$ cat config.mk
export PLATFORM = sky130hd
export DESIGN_NAME = spi_rx_deser
export DESIGN_NICKNAME = d
export VERILOG_FILES = /design/src/rtl/spi_rx_deser.sv
export SDC_FILE = /design/constraint.sdc
export NUM_CORES = 1
export LEC_CHECK = 0
export CORE_UTILIZATION = 45
export CTS_CLUSTER_DIAMETER = 50
export DETAILED_ROUTE_END_ITERATION = 8
export GPL_ROUTABILITY_DRIVEN = 0
export PLACE_DENSITY = 0.68
export SLEW_MARGIN = 40
export SYNTH_ARGS = -nofsm -noshare
export SYNTH_HDL_FRONTEND = slang
export SYNTH_SLANG_ARGS = --single-unit
$ cat constraint.sdc
create_clock -name clk_100 -period 2.98 [get_ports clk_100]
set_clock_uncertainty 0.2 [all_clocks]
set_input_delay 0.596 -clock clk_100 [delete_from_list [all_inputs] [get_ports clk_100]]
set_output_delay 0.596 -clock clk_100 [all_outputs]
set_load 0.03 [all_outputs]
$ cat src/rtl/spi_rx_deser.sv
// rtl/spi_rx_deser.sv - SPI slave receive deserializer with receive FIFO and error flags.
// Optional saturating error counter on err_cnt enabled by macro SPI_RX_ERR_CNT_EN.
module spi_rx_deser #(
    parameter int DATA_W     = 8,
    parameter int FIFO_DEPTH = 4,
    parameter int CPOL       = 0,
    parameter int CPHA       = 0
) (
    input  logic              clk_100,
    input  logic              s_rst,
    input  logic              SCK,
    input  logic              CS,
    input  logic              MOSI,
    output logic [DATA_W-1:0] rx_data,
    output logic              rx_valid,
    input  logic              rx_ready,
    output logic              frame_err,
    output logic              overflow,
    input  logic              ovf_clr,
    output logic [7:0]        err_cnt
);
    localparam int   AW          = $clog2(FIFO_DEPTH);
    localparam int   CW          = $clog2(DATA_W);
    localparam logic SCK_IDLE    = (CPOL != 0);
    localparam logic SAMPLE_RISE = (CPOL == CPHA);
    localparam logic [CW-1:0] LAST_BIT = CW'(DATA_W - 1);
    localparam logic [AW:0]   FULL_CNT = (AW + 1)'(FIFO_DEPTH);

    typedef enum logic {IDLE, SHIFT} state_t;

    // [0]/[1] are the synchronizer flops, [2] is the previous value for edge detection
    logic [2:0] sck_q, cs_q, mosi_q;
    logic [2:0] settle_q;

    state_t              state_q, state_d;
    logic [CW-1:0]       bit_cnt_q, bit_cnt_d;
    logic [DATA_W-1:0]   shift_q, shift_d;
    logic                push_q, push_d;
    logic                frame_err_q, frame_err_d;
    logic                overflow_q;

    logic [DATA_W-1:0]   mem_q [FIFO_DEPTH];
    logic [AW-1:0]       wr_ptr_q, rd_ptr_q;
    logic [AW:0]         count_q;

    logic sck_rise, sck_fall, sample_edge, cs_fall, cs_rise;
    logic pop, full, wr_en, drop;

    always_ff @(posedge clk_100) begin
        if (s_rst) begin
            sck_q    <= {3{SCK_IDLE}};
            cs_q     <= 3'b111;
            mosi_q   <= 3'b000;
            settle_q <= 3'b000;
        end else begin
            sck_q    <= {sck_q[1:0], SCK};
            cs_q     <= {cs_q[1:0], CS};
            mosi_q   <= {mosi_q[1:0], MOSI};
            settle_q <= {settle_q[1:0], 1'b1};
        end
    end

    assign sck_rise    = sck_q[1] & ~sck_q[2];
    assign sck_fall    = ~sck_q[1] & sck_q[2];
    assign sample_edge = SAMPLE_RISE ? sck_rise : sck_fall;
    // A CS low left over from before reset must not look like a fresh falling edge
    assign cs_fall     = settle_q[2] & cs_q[2] & ~cs_q[1];
    assign cs_rise     = cs_q[1] & ~cs_q[2];

    always_comb begin
        state_d     = state_q;
        bit_cnt_d   = bit_cnt_q;
        shift_d     = shift_q;
        push_d      = 1'b0;
        frame_err_d = 1'b0;
        case (state_q)
            IDLE: begin
                if (cs_fall) begin
                    state_d   = SHIFT;
                    bit_cnt_d = '0;
                end
            end
            SHIFT: begin
                if (cs_rise) begin
                    state_d     = IDLE;
                    bit_cnt_d   = '0;
                    frame_err_d = (bit_cnt_q != '0);
                end else if (sample_edge) begin
                    shift_d = {shift_q[DATA_W-2:0], mosi_q[1]};
                    if (bit_cnt_q == LAST_BIT) begin
                        bit_cnt_d = '0;
                        push_d    = 1'b1;
                    end else begin
                        bit_cnt_d = bit_cnt_q + 1'b1;
                    end
                end
            end
            default: state_d = IDLE;
        endcase
    end

    always_ff @(posedge clk_100) begin
        if (s_rst) begin
            state_q     <= IDLE;
            bit_cnt_q   <= '0;
            shift_q     <= '0;
            push_q      <= 1'b0;
            frame_err_q <= 1'b0;
        end else begin
            state_q     <= state_d;
            bit_cnt_q   <= bit_cnt_d;
            shift_q     <= shift_d;
            push_q      <= push_d;
            frame_err_q <= frame_err_d;
        end
    end

    // shift_q holds the completed word while push_q is high; the next sample edge is cycles away
    assign pop   = rx_valid & rx_ready;
    assign full  = (count_q == FULL_CNT);
    assign wr_en = push_q & (~full | pop);
    assign drop  = push_q & full & ~pop;

    always_ff @(posedge clk_100) begin
        if (wr_en) begin
            mem_q[wr_ptr_q] <= shift_q;
        end
    end

    always_ff @(posedge clk_100) begin
        if (s_rst) begin
            wr_ptr_q   <= '0;
            rd_ptr_q   <= '0;
            count_q    <= '0;
            overflow_q <= 1'b0;
        end else begin
            if (wr_en) wr_ptr_q <= wr_ptr_q + 1'b1;
            if (pop)   rd_ptr_q <= rd_ptr_q + 1'b1;
            case ({wr_en, pop})
                2'b10:   count_q <= count_q + 1'b1;
                2'b01:   count_q <= count_q - 1'b1;
                default: count_q <= count_q;
            endcase
            if (drop)         overflow_q <= 1'b1;
            else if (ovf_clr) overflow_q <= 1'b0;
        end
    end

    assign rx_valid  = (count_q != '0);
    assign rx_data   = rx_valid ? mem_q[rd_ptr_q] : '0;
    assign frame_err = frame_err_q;
    assign overflow  = overflow_q;

`ifdef SPI_RX_ERR_CNT_EN
    logic [7:0] err_cnt_q;
    logic [8:0] err_sum;

    assign err_sum = {1'b0, err_cnt_q} + 9'(frame_err_d) + 9'(drop);

    always_ff @(posedge clk_100) begin
        if (s_rst) begin
            err_cnt_q <= '0;
        end else begin
            err_cnt_q <= err_sum[8] ? 8'hFF : err_sum[7:0];
        end
    end

    assign err_cnt = err_cnt_q;
`else
    assign err_cnt = 8'h00;
`endif
endmodule
==> impl_metrics.ini <==
[setup_path]
critPathKind = reg2out
reg2reg_depth = 6
critPathCaptureType = output port
worst_r2r_endpoint = count_q[2]
cp-endpoint = rx_data[5]
path_max_fanout = 8
worstPathArrival_ns = 2.09
crit_path_start_kind = register
required_ns = 2.18
r2r-start = count_q[2]
r2r_setup_slack_ns = 0.83

[floorplan]
die_w_um = 78.7
core_um2 = 5570
dieHeight_um = 78.7
io_pins = 26
die_area_um2 = 6200
rows = 27
initial_core_util = 0.475

[finish]
area_growth_pct = 15.8
num_antenna_cells = 0
layout-drive-gt1-share = 0.124
fin_nets = 251

[logic_synthesis]
muxShareOfSynthArea = 0.0718
yosys.area.top_type = edfxtp_1
async_flop_share = 0
syn_area_um2 = 2650
yosys_warnings = 0
synth_seq_cells = 67
syn-instance-count = 212
synthSimpleGateAreaFrac = 0.139
synth-seq-area-share = 0.627
synthAdderAreaFrac = 0.0406
netlist_top_cells_area = edfxtp_1, dfxtp_1, mux4_2
yosys.area.top_type_share = 0.363
syn-mean-instance-area_um2 = 12.5
synth-xor-area-share = 0.0165
synth_edf_count = 32
synth_flop_cell = dfxtp_1
synth-compound-area-share = 0.0534
ys_types = 31
synth_top_family_by_area = simple AND/OR/NAND/NOR gates

[global_route]
grt_pass1_wl_mm = 7.02
grtUsageTotal = 0.153
grt_max_degree = 13
grt_pass1_vias = 1500
gr-total-overflow = 0
antenna_found_initial = 0

[timing]
setup_violations = 0
period_needed_ns = 2.88
final-hold-violation-count = 0
slew_violations = 0
max_freq_mhz = 347
grt_setup_unrepaired = no
finalWorstSetupSlack_ns = 0.0984
tns_ns = 0
min_period_over_period = 0.967

[drt]
drt_iter0_drc = 81
drt_first_pass_iters = 4
drtAntennaViolNets = 0
vias = 1524
viasPerCell = 4.87
drt-total-wl_mm = 3.99
wl_per_cell_um = 12.7
drcViolationCount = 0

[placed_design]
hpwl_mm = 2.65
portBuffers = 17
pre_cts_ws_ns = 0.405

[pwr]
power_leakage_nw = 1.13
cellPowerDensity_nw_per_um2 = 728
ir_worst_vdd_v = 0.000382

[hold_path]
hp-class = reg2reg

[cts]
numCtsBuffers = 9
cts-hold-fix-buffers = 0
cts.clk_slew.worst_paths_ns = 0.07
tritoncts = yes
h-tree-depth = 3
cts_setup_buffers = 0
cts_resized = 0
clock-root-buffer = clkbuf_8
clkSinkCount = 67
cts.path.max_buffers = 2
clock_latency_ns = 0.33

[status]
status = completed

[flow_run]
cap_violations = 0
==> cells in the final DEF (no fill, tap or decap), drive strengths merged <==
cell type / instances
clkdlybuf4s50: 15
nand3: 7
or2: 3
a32oi: 2
inv: 11
fa: 1
xnor2: 3
edfxtp: 32
nand2b: 2
nand4: 2
clkbuf: 15
xor2: 2
nor2b: 10
nor2: 16
dlymetal6s2s: 2
a31oi: 2
conb: 8
and3: 2
and2: 12
mux4: 8
nand2: 18
mux2i: 1
buf: 5
o21ai: 2
o211a: 1
ha: 7
a21oi: 12
o2111a: 1
dfxtp: 35
or3: 2
a211oi: 2
==> layout make-up <==
cell class / instances / area (µm²)
multi-input cells: 126 / 882
fillers: 478 / 2510
clock inverters: 1 / 6.26
inverters: 10 / 37.5
flip-flops and latches: 67 / 1660
well taps: 72 / 90.1
repair buffers: 22 / 213
clock buffers: 15 / 176
==> per-stage QoR <==
| stage | utilization | hold slack, ns | instance area, µm² | instances | power [mW] |
|---|---|---|---|---|---|
| 5_1_grt | 0.550 | 0.235 | 3070 | 313 | 2.34 |
| 6_report | 0.550 | 0.212 | 3070 | 313 | 2.23 |
| 4_1_cts | 0.549 | 0.217 | 3060 | 313 | 2.27 |
| 3_5_place_dp | 0.516 | 0.200 | 2880 | 297 | 1.58 |
| 3_3_place_gp | 0.516 | 0.202 | 2880 | 297 | 1.58 |
| 2_1_floorplan | - | 0.189 | 2680 | 219 | 1.42 |
==> flip-flops by register name, indices dropped and copies added, names as in the netlist, named ones only <==
signal,cells
push_q,1
mosi_q,2
state_q,1
mem_q,32
bit_cnt_q,3
cs_q,3
wr_ptr_q,2
sck_q,3
frame_err,1
overflow,1
shift_q,8
settle_q,3
count_q,3
rd_ptr_q,2
==> synthesized netlist by cell type, types with 5 or more instances <==
library cell,number
dfxtp_1,35
inv_1,10
nor2b_1,10
mux4_2,8
clkbuf_1,5
ha_1,7
nand3_1,7
nor2_1,16
buf_4,8
edfxtp_1,32
a21oi_1,12
nand2_1,18
and2_1,12
==> layer usage <==
metal / vias to the layer above / global-route usage / routed length, µm
met3: 10 / 0.0529 / 165
met4: 0 / 0.0778 / 78
met2: 42 / 0.227 / 1840
li1: 760 / - / -
met5: - / 0 / 0
met1: 712 / 0.198 / 1900
==> worst min path at each step <==
stage,start,end,slack (ns),depth (start not counted)
floorplan,cs_q[0],cs_q[1],0.19,1
detailed placement,cs_q[0],cs_q[1],0.20,1
global placement,cs_q[0],cs_q[1],0.20,1
CTS,cs_q[0],cs_q[1],0.22,1
finish,cs_q[0],cs_q[1],0.21,1
global route,cs_q[0],cs_q[1],0.24,1
==> logic make-up (layout without fill, tap and decap cells) <==
family | Yosys count | after routing
and+or+nand+nor | 74 | 74
other | 1 | 8
adders and majority gates | 8 | 8
xor gates and xnor gates | 5 | 5
AOI/OAI and AO/OA | 22 | 22
DFF | 67 | 67
muxes | 9 | 9
buffers and inverters | 26 | 48
==> report_power, final <==
part	internal (mW)	total, mW	switching [mW]
Clock	0.372	0.678	0.306
Combinational	0.237	0.538	0.301
Sequential	0.988	1.02	0.0284
==> critical path, cell delays in order (launching register included) <==
cell and delay, ns:
dfxtp_1 0.31, buf_4 0.19, mux4_2 0.50, and2_1 0.17, clkdlybuf4s50_1 0.58
No activity file was read; power rests on OpenSTA's default activity.
